===== src/rtl/sa_bist_pkg.sv =====
// Shared types and helpers for the systolic-array BIST driver.
// FSM encoding, stimulus mode codes and lane replication.
package sa_bist_pkg;

   typedef enum logic [2:0] {
      S_IDLE,
      S_CLEAR,
      S_BIAS,
      S_STREAM,
      S_WAIT,
      S_DONE
   } state_t;

   localparam logic [1:0] MODE_CONST    = 2'd0;
   localparam logic [1:0] MODE_RAMP_ACT = 2'd1;
   localparam logic [1:0] MODE_RAMP_WGT = 2'd2;
   localparam logic [1:0] MODE_RSVD     = 2'd3;

   localparam int REP_MAX = 1024;
   localparam int REP_W   = 64;

   // Copies the low w bits of v into n adjacent lanes; callers cast to size.
   function automatic logic [REP_MAX-1:0] rep_lanes(
      input logic [REP_W-1:0] v,
      input int               w,
      input int               n
   );
      logic [REP_MAX-1:0] r;
      r = '0;
      for (int i = 0; i < REP_MAX; i++) begin
         if (i < w * n) r[i] = v[i % w];
      end
      return r;
   endfunction

endpackage


===== src/rtl/sa_bist_expected_acc.sv =====
// Expected-value MAC: loads the tile bias, then adds N*act*wgt per step.
// All arithmetic wraps modulo 2^ACC_WIDTH.
module sa_bist_expected_acc #(
   parameter int ARRAY_N    = 4,
   parameter int ACT_WIDTH  = 16,
   parameter int WGT_WIDTH  = 16,
   parameter int BIAS_WIDTH = 32,
   parameter int ACC_WIDTH  = 48
) (
   input  logic                  clk,
   input  logic                  rst_n,
   input  logic                  load,
   input  logic [BIAS_WIDTH-1:0] load_val,
   input  logic                  acc_en,
   input  logic [ACT_WIDTH-1:0]  act,
   input  logic [WGT_WIDTH-1:0]  wgt,
   output logic [ACC_WIDTH-1:0]  acc
);

   logic [ACC_WIDTH-1:0] act_x;
   logic [ACC_WIDTH-1:0] wgt_x;
   logic [ACC_WIDTH-1:0] prod;
   logic [ACC_WIDTH-1:0] term;
   logic [ACC_WIDTH-1:0] bias_x;

   assign act_x  = ACC_WIDTH'($signed(act));
   assign wgt_x  = ACC_WIDTH'($signed(wgt));
   assign bias_x = ACC_WIDTH'($signed(load_val));
   assign prod   = act_x * wgt_x;
   assign term   = prod * ACC_WIDTH'(ARRAY_N);

   always_ff @(posedge clk or negedge rst_n) begin
      if (!rst_n) begin
         acc <= '0;
      end else if (load) begin
         acc <= bias_x;
      end else if (acc_en) begin
         acc <= acc + term;
      end
   end

endmodule


===== src/rtl/systolic_array_bist_driver.sv =====
// Tile-by-tile stimulus generator and lane checker for systolic_array.
// Clears, loads bias, streams K_STEPS vectors, then checks the output write.
module systolic_array_bist_driver
   import sa_bist_pkg::*;
#(
   parameter int ARRAY_N         = 4,
   parameter int ARRAY_M         = 4,
   parameter int ACT_WIDTH       = 16,
   parameter int WGT_WIDTH       = 16,
   parameter int BIAS_WIDTH      = 32,
   parameter int ACC_WIDTH       = 48,
   parameter int OBUF_ADDR_WIDTH = 16,
   parameter int BBUF_ADDR_WIDTH = 16,
   parameter int K_STEPS         = 8,
   parameter int NUM_TILES       = 4,
   parameter int TIMEOUT         = 256
) (
   input  logic                                 clk,
   input  logic                                 reset,
   input  logic                                 start,
   input  logic [1:0]                           mode,
   input  logic [ACT_WIDTH-1:0]                 act_seed,
   input  logic [WGT_WIDTH-1:0]                 wgt_seed,
   input  logic [BIAS_WIDTH-1:0]                bias_seed,
   output logic                                 busy,
   output logic                                 done,
   output logic                                 pass,
   output logic [15:0]                          err_count,
   output logic [15:0]                          first_err_tile,
   output logic [((ARRAY_M > 1) ? $clog2(ARRAY_M) : 1)-1:0] first_err_lane,
   output logic                                 timeout_err,
   output logic                                 sa_acc_clear,
   output logic [ARRAY_N*ACT_WIDTH-1:0]         sa_ibuf_read_data,
   output logic [ARRAY_N*ARRAY_M*WGT_WIDTH-1:0] sa_wbuf_read_data,
   output logic [ARRAY_M*BIAS_WIDTH-1:0]        sa_bbuf_read_data,
   output logic                                 sa_bias_read_req,
   output logic [BBUF_ADDR_WIDTH-1:0]           sa_bias_read_addr,
   output logic                                 sa_bias_prev_sw,
   output logic                                 sa_obuf_write_req,
   output logic [OBUF_ADDR_WIDTH-1:0]           sa_obuf_read_addr,
   output logic [ARRAY_M*ACC_WIDTH-1:0]         sa_obuf_read_data,
   input  logic [ARRAY_M*ACC_WIDTH-1:0]         sa_obuf_write_data,
   input  logic                                 sa_sys_obuf_write_req,
   input  logic [OBUF_ADDR_WIDTH-1:0]           sa_sys_obuf_write_addr
);

   localparam int KW = (K_STEPS > 1) ? $clog2(K_STEPS) : 1;
   localparam int TW = (TIMEOUT > 1) ? $clog2(TIMEOUT) : 1;
   localparam int LW = (ARRAY_M > 1) ? $clog2(ARRAY_M) : 1;

   state_t                state;
   state_t                nxt;
   logic [15:0]           tile;
   logic [KW-1:0]         k;
   logic [TW-1:0]         tmr;
   logic [ACC_WIDTH-1:0]  exp_acc;
   logic [ACT_WIDTH-1:0]  act_k;
   logic [WGT_WIDTH-1:0]  wgt_k;
   logic [BIAS_WIDTH-1:0] bias_t;
   logic                  last_step;
   logic                  last_tile;
   logic                  wr_wait;
   logic                  to_hit;
   logic                  start_ok;
   logic [15:0]           n_mis;
   logic [LW-1:0]         low_lane;
   logic [15:0]           err_inc;
   logic [LW-1:0]         err_lane;
   logic [16:0]           err_sum;
   logic                  unused_addr;

   assign unused_addr = ^sa_sys_obuf_write_addr;

   assign bias_t = bias_seed + BIAS_WIDTH'(tile);
   assign act_k  = act_seed
                 + ((mode == MODE_RAMP_ACT) ? ACT_WIDTH'(k) : '0);
   assign wgt_k  = wgt_seed
                 + ((mode == MODE_RAMP_WGT) ? WGT_WIDTH'(k) : '0);

   assign last_step = (k == KW'(K_STEPS - 1));
   assign last_tile = (tile == 16'(NUM_TILES - 1));
   assign start_ok  = (state == S_IDLE) && start;
   assign wr_wait   = (state == S_WAIT) && sa_sys_obuf_write_req;
   assign to_hit    = (state == S_WAIT) && !sa_sys_obuf_write_req
                    && (tmr == TW'(TIMEOUT - 1));

   assign sa_bias_prev_sw   = 1'b0;
   assign sa_obuf_read_addr = '0;
   assign sa_obuf_read_data = '0;

   sa_bist_expected_acc #(
      .ARRAY_N    (ARRAY_N),
      .ACT_WIDTH  (ACT_WIDTH),
      .WGT_WIDTH  (WGT_WIDTH),
      .BIAS_WIDTH (BIAS_WIDTH),
      .ACC_WIDTH  (ACC_WIDTH)
   ) u_exp (
      .clk      (clk),
      .rst_n    (reset),
      .load     (state == S_CLEAR),
      .load_val (bias_t),
      .acc_en   (state == S_STREAM),
      .act      (act_k),
      .wgt      (wgt_k),
      .acc      (exp_acc)
   );

   always_comb begin
      nxt               = state;
      busy              = 1'b0;
      done              = 1'b0;
      sa_acc_clear      = 1'b0;
      sa_bias_read_req  = 1'b0;
      sa_bias_read_addr = '0;
      sa_bbuf_read_data = '0;
      sa_ibuf_read_data = '0;
      sa_wbuf_read_data = '0;
      sa_obuf_write_req = 1'b0;
      unique case (state)
         S_IDLE: begin
            if (start) nxt = S_CLEAR;
         end
         S_CLEAR: begin
            busy         = 1'b1;
            sa_acc_clear = 1'b1;
            nxt          = S_BIAS;
         end
         S_BIAS: begin
            busy              = 1'b1;
            sa_bias_read_req  = 1'b1;
            sa_bias_read_addr = BBUF_ADDR_WIDTH'(tile);
            sa_bbuf_read_data = (ARRAY_M*BIAS_WIDTH)'(
               rep_lanes(REP_W'(bias_t), BIAS_WIDTH, ARRAY_M));
            nxt               = S_STREAM;
         end
         S_STREAM: begin
            busy              = 1'b1;
            sa_ibuf_read_data = (ARRAY_N*ACT_WIDTH)'(
               rep_lanes(REP_W'(act_k), ACT_WIDTH, ARRAY_N));
            sa_wbuf_read_data = (ARRAY_N*ARRAY_M*WGT_WIDTH)'(
               rep_lanes(REP_W'(wgt_k), WGT_WIDTH, ARRAY_N*ARRAY_M));
            if (last_step) begin
               sa_obuf_write_req = 1'b1;
               nxt               = S_WAIT;
            end
         end
         S_WAIT: begin
            busy = 1'b1;
            if (wr_wait || to_hit) nxt = last_tile ? S_DONE : S_CLEAR;
         end
         S_DONE: begin
            done = 1'b1;
            nxt  = S_IDLE;
         end
         default: nxt = S_IDLE;
      endcase
   end

   // Lane mismatch count and lowest failing lane of the captured write.
   always_comb begin
      n_mis    = '0;
      low_lane = '0;
      for (int j = ARRAY_M - 1; j >= 0; j--) begin
         if (sa_obuf_write_data[j*ACC_WIDTH +: ACC_WIDTH] != exp_acc) begin
            n_mis    = n_mis + 16'd1;
            low_lane = LW'(j);
         end
      end
   end

   always_comb begin
      err_inc  = '0;
      err_lane = '0;
      if (wr_wait) begin
         err_inc  = n_mis;
         err_lane = low_lane;
      end else if (to_hit || sa_sys_obuf_write_req) begin
         err_inc = 16'd1;
      end
   end

   assign err_sum = {1'b0, err_count} + {1'b0, err_inc};

   always_ff @(posedge clk or negedge reset) begin
      if (!reset) begin
         state <= S_IDLE;
         tile  <= '0;
         k     <= '0;
         tmr   <= '0;
      end else begin
         state <= nxt;
         unique case (state)
            S_IDLE:   if (start) tile <= '0;
            S_CLEAR:  k <= '0;
            S_STREAM: begin
               k   <= k + KW'(1);
               tmr <= '0;
            end
            S_WAIT: begin
               if (wr_wait || to_hit) tile <= tile + 16'd1;
               else                   tmr  <= tmr + TW'(1);
            end
            default: ;
         endcase
      end
   end

   always_ff @(posedge clk or negedge reset) begin
      if (!reset) begin
         err_count      <= '0;
         first_err_tile <= '0;
         first_err_lane <= '0;
         timeout_err    <= 1'b0;
         pass           <= 1'b0;
      end else if (start_ok) begin
         err_count      <= '0;
         first_err_tile <= '0;
         first_err_lane <= '0;
         timeout_err    <= 1'b0;
         pass           <= 1'b0;
      end else begin
         if (to_hit) timeout_err <= 1'b1;
         if (err_inc != '0) begin
            err_count <= err_sum[16] ? 16'hFFFF : err_sum[15:0];
            if (err_count == '0) begin
               first_err_tile <= tile;
               first_err_lane <= err_lane;
            end
         end
         if (state == S_DONE) pass <= (err_count == '0);
      end
   end

endmodule

===== config.mk =====
export PLATFORM = sky130hd
export DESIGN_NAME = systolic_array_bist_driver
export DESIGN_NICKNAME = d
export VERILOG_FILES = /design/src/rtl/sa_bist_pkg.sv /design/src/rtl/sa_bist_expected_acc.sv /design/src/rtl/systolic_array_bist_driver.sv
export SDC_FILE = /design/constraint.sdc
export NUM_CORES = 1
export LEC_CHECK = 0
export CAP_MARGIN = 30
export CORE_AREA = 2 2 392 394
export CTS_BUF_LIST = sky130_fd_sc_hd__clkbuf_2 sky130_fd_sc_hd__clkbuf_4 sky130_fd_sc_hd__clkbuf_8
export DETAILED_ROUTE_END_ITERATION = 16
export DIE_AREA = 0 0 394 396
export PLACE_DENSITY_LB_ADDON = 0.2
export REMOVE_ABC_BUFFERS = 1
export SLEW_MARGIN = 15
export SYNTH_ARGS = -nofsm -noshare
export SYNTH_HDL_FRONTEND = slang
export SYNTH_SLANG_ARGS = --single-unit

===== constraint.sdc =====
create_clock -name clk -period 11.4 [get_ports clk]
set_input_delay 1.71 -clock clk [delete_from_list [all_inputs] [get_ports clk]]
set_output_delay 1.71 -clock clk [all_outputs]
set_load 0.005 [all_outputs]

==> results list <==
* Final antenna-violating net count: 0
- Chip width: 394 um
- The worst register-to-register path has a setup slack of 1630 ps.
- From bottom edge to top edge, the die measures 396 um.
- Post-synth ARST share: 1.00
- Buffers from clock root to sink, at most: 2
- OpenSTA, run right after detailed placement, puts the worst setup slack at -1080 ps.
- After synthesis the netlist holds a flip-flop and latch count of 114.
- In the final design database the tool counted 4,600 nets.
* Clk_lat worst skew: 490 ps
* # setup viols final: 0
- The number of global-route vias before repair came to 23.2k.
- The H-tree was split into 4 levels.
- The pre-antenna-repair detailed-routing pass consisted of 5 iterations.
- Sequential element share of the synthesized area: 0.108
- Across all setup checks in the final design, the least slack found is 641 ps.
- # IOs: 992
* First-pass GRT wire length: 166 mm
- Worst path arrival time: 11,100 ps
- The initial antenna violation count is 18.
- In the global route stage, overall resource usage came out at 0.146.
- Row generation in the floorplan step produced 143 rows.
- Detailed routing inserted a total of 22.8k vias.
- Placeable Area: 0.152 mm2
* Worst path most repeated cell: sky130_fd_sc_hd__fa_1
- Unrepaired setup endpoints after global routing: false
- Required time at the worst-slack endpoint: 11,740 ps
* # fillers: 16.7k
- The clock arrives with 16.2 ps of skew.
* Biggest fanout along the worst timing path: 7
- Buffers placed on the I/O ports in this run total 766.
* # Max-Cap Violations: 0
- At the pin with the least slew margin, the transition time is 1080 ps.
- The tree is rooted in a sky130_fd_sc_hd__clkbuf_8.
- Via/cell ratio: 3.84
- Clock tree from TritonCTS: built
- CP startpoint kind: input port
- First DRT Iteration DRCs: 1,092
- Dividing the final minimum period by the clock period gives 0.944.
* Highest attainable clock frequency: 0.0929 GHz
- In this run the tightest slew margin relative to its limit is 0.278.
- DRC errors left: 0
* TritonCTS buffer count: 17
* Max-slew violation count: 0
- Count of flip-flops with a built-in enable after synthesis: 0
- Entering global routing, the biggest net connects 62 pins.
* Ys Warns: 0
- Highest cell delay on the worst timing path: 600 ps
* FF/Latch Area: 0.00285 mm2
- Summing all multi-input logic gate instances after layout gives 0.0186 mm2.
* Class of the most critical setup path: in -> reg
* Crit path max-delay cell type: sky130_fd_sc_hd__fa_1
- Outcome: complete, no violations
- Share of final-layout standard cells stronger than drive strength 1: 0.145
- The congestion estimate from routability-driven global placement came to 0.827.
* Routed Wire Length: 117 mm
- Overall die area: 0.156 mm2
* Post-synthesis area per instance: 8.26 um2
* Hold Violations, Final: 0
* Unique cell type count in the Yosys netlist: 79
- The initial utilization of the core area, before any placement, comes to 0.174.
- Class of the tightest hold or removal check: reg -> reg
* Cell count after synthesis: 3,190
- The synthesized netlist occupies a cell area of 0.0264 mm2.
- In the synthesized netlist the dominant register cell turns out to be sky130_fd_sc_hd__dfrtp_1.
- Post-route minimum period: 10,760 ps
- Endpoint kind of the worst setup timing path: flip-flop
* Total half-perimeter wirelength after legalization and detailed placement: 102 mm
- Clock tree synthesis found a total of 114 sinks.
* Synth-to-layout area growth: 38.8%
- Dividing the detail-routed wire length by the instance count gives 19.7 um.
* Clock transition at path regs: 70 ps
* Leftover overflow at the end of global routing: 0
-- worst paths after layout --
kind	end	startpoint	cells past startpoint
hold reg to reg	first_err_lane[1]	first_err_lane[1]	2
max in group asynchronous	state[1]	reset	3
setup reg to reg	u_exp.acc[43]	k[1]	41
hold / removal	first_err_lane[1]	first_err_lane[1]	2
min in group asynchronous	err_count[9]	reset	1
setup / recovery	u_exp.acc[47]	mode[1]	41
-- registers in the layout (all words and copies together) (netlist names) --
signal / flops
timeout_err: 1
pass: 1
err_count: 16
first_err_tile: 16
k: 3
u_exp.acc: 48
first_err_lane: 2
tile: 16
state: 3
tmr: 8
-- kinds of logic (layout without fill, tap and decap cells) --
family                   Yosys count  in the layout  synth area share
XOR/XNOR                         365            365             0.121
adder cells (fa/ha/maj)          429            429             0.280
other                              1            214          0.000142
flip-flops                       114            114             0.108
AO/OA/AOI/OAI                    413            413             0.103
multiplexers                      12             12           0.00484
AND/OR/NAND/NOR                  826            826             0.149
buffers and inverters           1030           1537             0.233
-- cell usage after synthesis (30+ instances only) --
master / instances / share of area
sky130_fd_sc_hd__a21oi_1: 129 / 0.024
sky130_fd_sc_hd__buf_2: 50 / 0.0095
sky130_fd_sc_hd__nor2_1: 239 / 0.034
sky130_fd_sc_hd__nor4_1: 30 / 0.0071
sky130_fd_sc_hd__dfrtp_1: 114 / 0.11
sky130_fd_sc_hd__buf_4: 593 / 0.17
sky130_fd_sc_hd__and2_1: 77 / 0.018
sky130_fd_sc_hd__xor2_1: 128 / 0.043
sky130_fd_sc_hd__a21o_1: 49 / 0.014
sky130_fd_sc_hd__clkbuf_1: 63 / 0.0090
sky130_fd_sc_hd__nand3_1: 39 / 0.0074
sky130_fd_sc_hd__nand2_1: 247 / 0.035
sky130_fd_sc_hd__nand4_1: 56 / 0.013
sky130_fd_sc_hd__inv_1: 320 / 0.046
sky130_fd_sc_hd__fa_1: 267 / 0.20
sky130_fd_sc_hd__and3_1: 46 / 0.011
sky130_fd_sc_hd__xnor2_1: 237 / 0.079
sky130_fd_sc_hd__o21ai_0: 77 / 0.015
sky130_fd_sc_hd__ha_1: 162 / 0.077
-- cells in the final DEF (no fill, tap or decap), types with 6 or more instances in the layout --
cell type,instances
sky130_fd_sc_hd__a211o_1,6
sky130_fd_sc_hd__a211oi_1,15
sky130_fd_sc_hd__a21o_1,49
sky130_fd_sc_hd__a21oi_1,117
sky130_fd_sc_hd__a21oi_2,10
sky130_fd_sc_hd__a22o_1,16
sky130_fd_sc_hd__a31oi_1,14
sky130_fd_sc_hd__and2_1,74
sky130_fd_sc_hd__and3_1,44
sky130_fd_sc_hd__buf_4,409
sky130_fd_sc_hd__clkbuf_8,19
sky130_fd_sc_hd__clkdlybuf4s50_1,763
sky130_fd_sc_hd__conb_1,210
sky130_fd_sc_hd__dfrtp_1,113
sky130_fd_sc_hd__fa_1,263
sky130_fd_sc_hd__ha_1,160
sky130_fd_sc_hd__inv_1,320
sky130_fd_sc_hd__mux2_2,6
sky130_fd_sc_hd__mux2i_1,6
sky130_fd_sc_hd__nand2_1,244
sky130_fd_sc_hd__nand2b_1,12
sky130_fd_sc_hd__nand3_1,38
sky130_fd_sc_hd__nand4_1,56
sky130_fd_sc_hd__nor2_1,233
sky130_fd_sc_hd__nor2_2,7
sky130_fd_sc_hd__nor2b_1,10
sky130_fd_sc_hd__nor3_1,21
sky130_fd_sc_hd__nor4_1,28
sky130_fd_sc_hd__o211ai_1,13
sky130_fd_sc_hd__o21a_1,15
sky130_fd_sc_hd__o21ai_0,70
sky130_fd_sc_hd__o21ai_1,7
sky130_fd_sc_hd__o21bai_1,13
sky130_fd_sc_hd__o31ai_1,7
sky130_fd_sc_hd__or2_2,6
sky130_fd_sc_hd__or3_1,8
sky130_fd_sc_hd__xnor2_1,225
sky130_fd_sc_hd__xnor2_2,9
sky130_fd_sc_hd__xor2_1,124
-- routing by layer --
layer	vias to the layer above	part of all wire	global-route usage
li1	10900	-	-
met1	11200	0.46	0.202
met2	693	0.47	0.237
met3	68	0.063	0.0335
met4	14	0.010	0.0188
met5	-	0.00058	0
-- cell type report --
cell class,count,area share
Clock inverter,13,0.00499
Tap cell,2030,0.0694
Timing Repair Buffer,1185,0.298
Sequential cell,114,0.0780
Inverter,320,0.0328
Clock buffer,19,0.00715
Antenna cell,4,0.000274
Multi-Input combinational cell,2255,0.509
-- what timing repair did --
| action | CTS | global route |
|---|---|---|
| pin swaps | 7 | 36 |
| hold buffers | 0 | 0 |
| endpoints found under the setup margin | 14 | 21 |
| setup buffers | 0 | 4 |
| gates resized for setup | 31 | 60 |
-- stage by stage --
stage	TNS [ps]	hold WS, ps	area [um2]	instances	util
3_5_place_dp	-14370	470	35600	5897	0.235
2_1_floorplan	-852	467	22200	2689	-
4_1_cts	0	486	36200	5929	0.239
5_1_grt	0	513	36600	5936	0.241
3_3_place_gp	-14180	466	35600	5890	0.235
6_report	0	484	36600	5940	0.241
-- worst max-delay path, delay by kind of cell --
kind                     cells  cell delay, ps
AND/OR/NAND/NOR              9            2030
AO/OA/AOI/OAI                8            1100
multiplexers                 1             200
adder cells (fa/ha/maj)     10            4230
XOR/XNOR                     3             650
buffers and inverters       10            1170
Power of run 1 is left out: the tool's default activity adds up to more than one toggle a clock period on the data nets, which glitch-free logic cannot reach.
